## src/rtl/redux_pkg.sv

```systemverilog
// Shared constants and state encoding for the instruction-fetch controller.
package redux_pkg;

    localparam int unsigned LARGURA_END_PADRAO  = 8;
    localparam int unsigned LARGURA_INST_PADRAO = 8;
    localparam logic [7:0]  END_INICIAL_PADRAO  = 8'd0;
    localparam logic [7:0]  OPCODE_FIM_PADRAO   = 8'hFF;

    typedef enum logic [1:0] {
        OCIOSO  = 2'd0,
        BUSCA   = 2'd1,
        ENTREGA = 2'd2,
        FIM     = 2'd3
    } estado_t;

endpackage

```

## src/rtl/controle_busca.sv

```systemverilog
// Instruction-fetch controller: walks a PC through an external memory and hands each
// instruction to a decoder over a valid/ready handshake until the end opcode or a halt.
module controle_busca
    import redux_pkg::*;
#(
    parameter int unsigned              LARGURA_END  = LARGURA_END_PADRAO,
    parameter int unsigned              LARGURA_INST = LARGURA_INST_PADRAO,
    parameter logic [LARGURA_END-1:0]   END_INICIAL  = LARGURA_END'(END_INICIAL_PADRAO),
    parameter logic [LARGURA_INST-1:0]  OPCODE_FIM   = LARGURA_INST'(OPCODE_FIM_PADRAO)
) (
    input  logic                    clock,
    input  logic                    reset_n,
    input  logic                    iniciar,
    output logic [LARGURA_END-1:0]  endereco,
    input  logic [LARGURA_INST-1:0] instrucao,
    output logic [LARGURA_INST-1:0] inst_saida,
    output logic                    inst_valida,
    input  logic                    inst_pronta,
    input  logic                    desvio,
    input  logic [LARGURA_END-1:0]  destino_desvio,
    input  logic                    parar,
    output logic                    executando,
    output logic                    finalizado
);

    estado_t                 r_estado;
    estado_t                 w_estado_prox;
    logic [LARGURA_END-1:0]  r_pc;
    logic [LARGURA_END-1:0]  w_pc_prox;
    logic [LARGURA_END-1:0]  w_pc_mais1;
    logic                    w_pc_max;
    logic [LARGURA_INST-1:0] r_inst;
    logic [LARGURA_INST-1:0] w_inst_prox;

    assign w_pc_mais1 = r_pc + LARGURA_END'(1);
    assign w_pc_max   = (r_pc == {LARGURA_END{1'b1}});

    always_ff @(posedge clock or negedge reset_n) begin
        if (!reset_n) begin
            r_estado <= OCIOSO;
            r_pc     <= END_INICIAL;
            r_inst   <= '0;
        end else begin
            r_estado <= w_estado_prox;
            r_pc     <= w_pc_prox;
            r_inst   <= w_inst_prox;
        end
    end

    always_comb begin
        w_estado_prox = r_estado;
        w_pc_prox     = r_pc;
        w_inst_prox   = r_inst;
        case (r_estado)
            OCIOSO, FIM: begin
                if (iniciar) begin
                    w_pc_prox     = END_INICIAL;
                    w_estado_prox = BUSCA;
                end
            end
            BUSCA: begin
                // A halt here drops the fetch so nothing is ever presented.
                if (parar) begin
                    w_estado_prox = FIM;
                end else begin
                    w_inst_prox   = instrucao;
                    w_estado_prox = (instrucao == OPCODE_FIM) ? FIM : ENTREGA;
                end
            end
            ENTREGA: begin
                if (parar) begin
                    w_estado_prox = FIM;
                end else if (inst_pronta) begin
                    if (desvio) begin
                        w_pc_prox     = destino_desvio;
                        w_estado_prox = BUSCA;
                    end else begin
                        // Running off the top of memory ends the program at address 0.
                        w_pc_prox     = w_pc_mais1;
                        w_estado_prox = w_pc_max ? FIM : BUSCA;
                    end
                end
            end
            default: w_estado_prox = OCIOSO;
        endcase
    end

    assign endereco    = r_pc;
    assign inst_saida  = r_inst;
    assign inst_valida = (r_estado == ENTREGA);
    assign executando  = (r_estado == BUSCA) || (r_estado == ENTREGA);
    assign finalizado  = (r_estado == FIM);

endmodule
```

## config.mk

```make
export PLATFORM = sky130hd
export DESIGN_NAME = controle_busca
export DESIGN_NICKNAME = d
export VERILOG_FILES = /design/src/rtl/redux_pkg.sv /design/src/rtl/controle_busca.sv
export SDC_FILE = /design/constraint.sdc
export NUM_CORES = 1
export LEC_CHECK = 0
export CAP_MARGIN = 40
export CORE_ASPECT_RATIO = 0.8
export CORE_MARGIN = 2
export CORE_UTILIZATION = 40
export DETAILED_ROUTE_END_ITERATION = 12
export GPL_ROUTABILITY_DRIVEN = 0
export PLACE_DENSITY = 0.75
export SYNTH_ARGS = -nofsm -noshare
export SYNTH_HDL_FRONTEND = slang
export SYNTH_SLANG_ARGS = --single-unit
export TNS_END_PERCENT = 30
```

## constraint.sdc

```tcl
create_clock -name clock -period 2.9 [get_ports clock]
set_input_delay 0.29 -clock clock [delete_from_list [all_inputs] [get_ports clock]]
set_output_delay 0.29 -clock clock [all_outputs]
set_load 0.01 [all_outputs]
```

==> impl_metrics.tcl <==
set metrics [dict create \
    clk_pin_slew_ns 0.10 \
    period_needed_ns 2.24 \
    ant_nets 0 \
    syn_inst 105 \
    cts_buffer_depth 2 \
    num_io_pins 41 \
    power_frac_seq 0.330 \
    design.core.area_um2 2440 \
    outcome "finished, final reports clean" \
    die_w_um 60.5 \
    cts_tree "done" \
    critPathCaptureType "output pin" \
    power_leakage_nw 0.592 \
    slew_violations 0 \
    layout.nets 173 \
    drive_gt1_frac 0.116 \
    fin_hold_ws_ns 0.209 \
    dp_cells 178 \
    grt_pass1_vias 871 \
    r2r_cells 6 \
    clkPwrFrac 0.118 \
    r2r_end "endereco[3]" \
    worst_pin_slew_ns 0.569 \
    setup_tns_ns 0 \
    ctsHoldBuffers 0 \
    ys_seq_area_frac 0.441 \
    switchingPower_mw 0.505 \
    p_per_area_nw_per_um2 874 \
    post-cts-setup-buffers 0 \
    multi_input_area_um2 542 \
    critPathMaxFanout 15 \
    ir_worst_vdd_v 0.000395 \
    r2r-start "r_estado[0]" \
    clkSinkCount 18 \
    gr-total-overflow 0 \
    cts_buffers 3 \
    stdcell_count 182 \
    finalWorstSetupSlack_ns 0.658 \
    viasPerCell 5.20 \
    hold_class "in -> async" \
    finalPower_mw 1.31 \
    combPwrFrac 0.553 \
    start_kind "register" \
    synth.distinct_cells 32 \
    r2r_setup_slack_ns 0.86 \
    syn_area_per_cell_um2 9.72 \
    rsz0062_at_grt "false" \
    wire_per_inst_um 14.0 \
    insertion_delay_ns 0.29 \
    placementRows 16 \
    dr_total_vias 947 \
    hold_violations 0 \
    fillerInstances 222 \
    root_buffer "clkbuf_4" \
    cts_resized 0 \
    htreeDepth 1 \
    synth-seq-cells 18 \
    place_area_um2 1460 \
    final_cell_area_um2 1500 \
    slew_headroom 0.621 \
    p_sw_frac 0.385 \
    finalSetupViolCount 0 \
    grt_pass1_wl_mm 4.34 \
    finish.utilization 0.614 \
    drt_first_pass_iters 4 \
    fin_crit_sh 0.773 \
    fin_skew_ns 0.00473 \
    antenna_found_initial 0 \
    syn_to_final_growth_pct 46.9 \
    synthesis.nets 131 \
    cp.arrival_ns 1.95 \
    pre_cts_ws_ns 0.922 \
    grt_max_degree 16 \
    drtIter0Drc 32 \
    intPower_mw 0.806 \
    dpl.hpwl_mm 2.06 \
    required_ns 2.61 \
    die_h_um 49.2 \
    critPathKind "reg -> out" \
    dieArea_um2 2980 \
    seqCellArea_um2 450 \
    port_buffers 40 \
    timing.fmax_ghz 0.446 \
    maxCapViolations 0 \
    insertedDiodeCount 0 \
    grt.total_usage 0.194 \
    ys_warn_count 0 \
    wl_mm 2.54 \
    syn_area_um2 1020 \
    start_util 0.418 \
    drc_errors 0 \
]
==> Yosys cell counts (all sizes together) <==
cell,number,share of area
o21ai,4,0.020
nor2,8,0.032
o2bb2ai,1,0.0086
nand3b,1,0.0074
a211oi,1,0.020
mux2,9,0.099
o211ai,1,0.0074
nor2b,3,0.018
clkbuf,2,0.0074
nor3b,1,0.0074
o21a,1,0.0074
nand3,6,0.029
o32ai,1,0.0086
a311oi,1,0.0086
and2,2,0.012
buf,2,0.0098
a2bb2oi,1,0.0086
nand2b,3,0.018
a211o,1,0.0086
ha,4,0.049
nor3,3,0.015
nand4,4,0.025
inv,3,0.011
a21oi,7,0.034
dfrtp,18,0.44
nand2,12,0.047
o311ai,1,0.0086
nor4,1,0.0061
o221ai,3,0.026
==> power groups by stage <==
stage,Combinational (mW),Clock (mW),Sequential [mW]
6_report,0.724,0.154,0.432
5_1_grt,0.792,0.172,0.448
4_1_cts,0.728,0.158,0.433
3_5_place_dp,0.726,0,0.438
3_3_place_gp,0.711,0,0.433
2_1_floorplan,0.370,0,0.467
==> layout make-up <==
type	instances	share of cell area
clock buffers	4	0.0242
inverters	3	0.00751
multi-input cells	80	0.361
flip-flops and latches	18	0.300
well taps	36	0.0300
repair buffers	41	0.277
==> critical path: stages (launching register included) <==
cell	delay, ns
dfrtp_1	0.43
inv_1	0.07
ha_1	0.51
clkdlybuf4s50_1	0.65
==> metal layers <==
| metal | global-route usage | vias up | share of wire |
|---|---|---|---|
| met2 | 0.272 | 19 | 0.46 |
| li1 | - | 465 | - |
| met1 | 0.304 | 461 | 0.50 |
| met4 | 0.0507 | 0 | 0.0075 |
| met3 | 0.0398 | 2 | 0.031 |
| met5 | 0 | - | 0 |
==> layout by cell type, fill, tap and decap left out, types with 3 or more instances in the layout <==
cell type / Yosys / routed
a21oi_1: 7 / 7
clkdlybuf4s50_1: 0 / 40
nand2b_1: 3 / 3
nand3_1: 6 / 6
ha_1: 4 / 4
nor2b_1: 3 / 3
mux2_2: 9 / 9
inv_1: 3 / 3
o221ai_1: 3 / 3
dfrtp_1: 18 / 18
clkbuf_4: 0 / 3
nand2_1: 11 / 11
nor2_1: 7 / 7
nor3_1: 3 / 3
nand4_1: 4 / 4
==> worst max path at each step <==
stage / depth (start not counted) / endpoint / start / slack [ns]
2_1_floorplan: 7 / endereco[7] / r_estado[0] / 1.25
3_3_place_gp: 6 / endereco[7] / r_estado[0] / 0.98
3_5_place_dp: 6 / endereco[7] / r_estado[0] / 0.92
4_1_cts: 3 / inst_valida / r_estado[0] / 0.67
5_1_grt: 3 / inst_valida / r_estado[0] / 0.52
6_report: 3 / inst_valida / r_estado[0] / 0.66
==> cell families (layout without fill, tap and decap cells) <==
logic type,count (synthesis),count (layout),share of synthesized area
buffers and inverters,7,48,0.0282
AO/OA/AOI/OAI,23,23,0.165
multiplexers,9,9,0.0993
AND/OR/NAND/NOR,44,44,0.217
flip-flops,18,18,0.441
adder cells (fa/ha/maj),4,4,0.0490
==> registers in the layout, indices dropped and copies added, names as in the netlist <==
register	count
endereco	8
inst_saida	8
r_estado	2
Power figures use the tool's default switching activity.
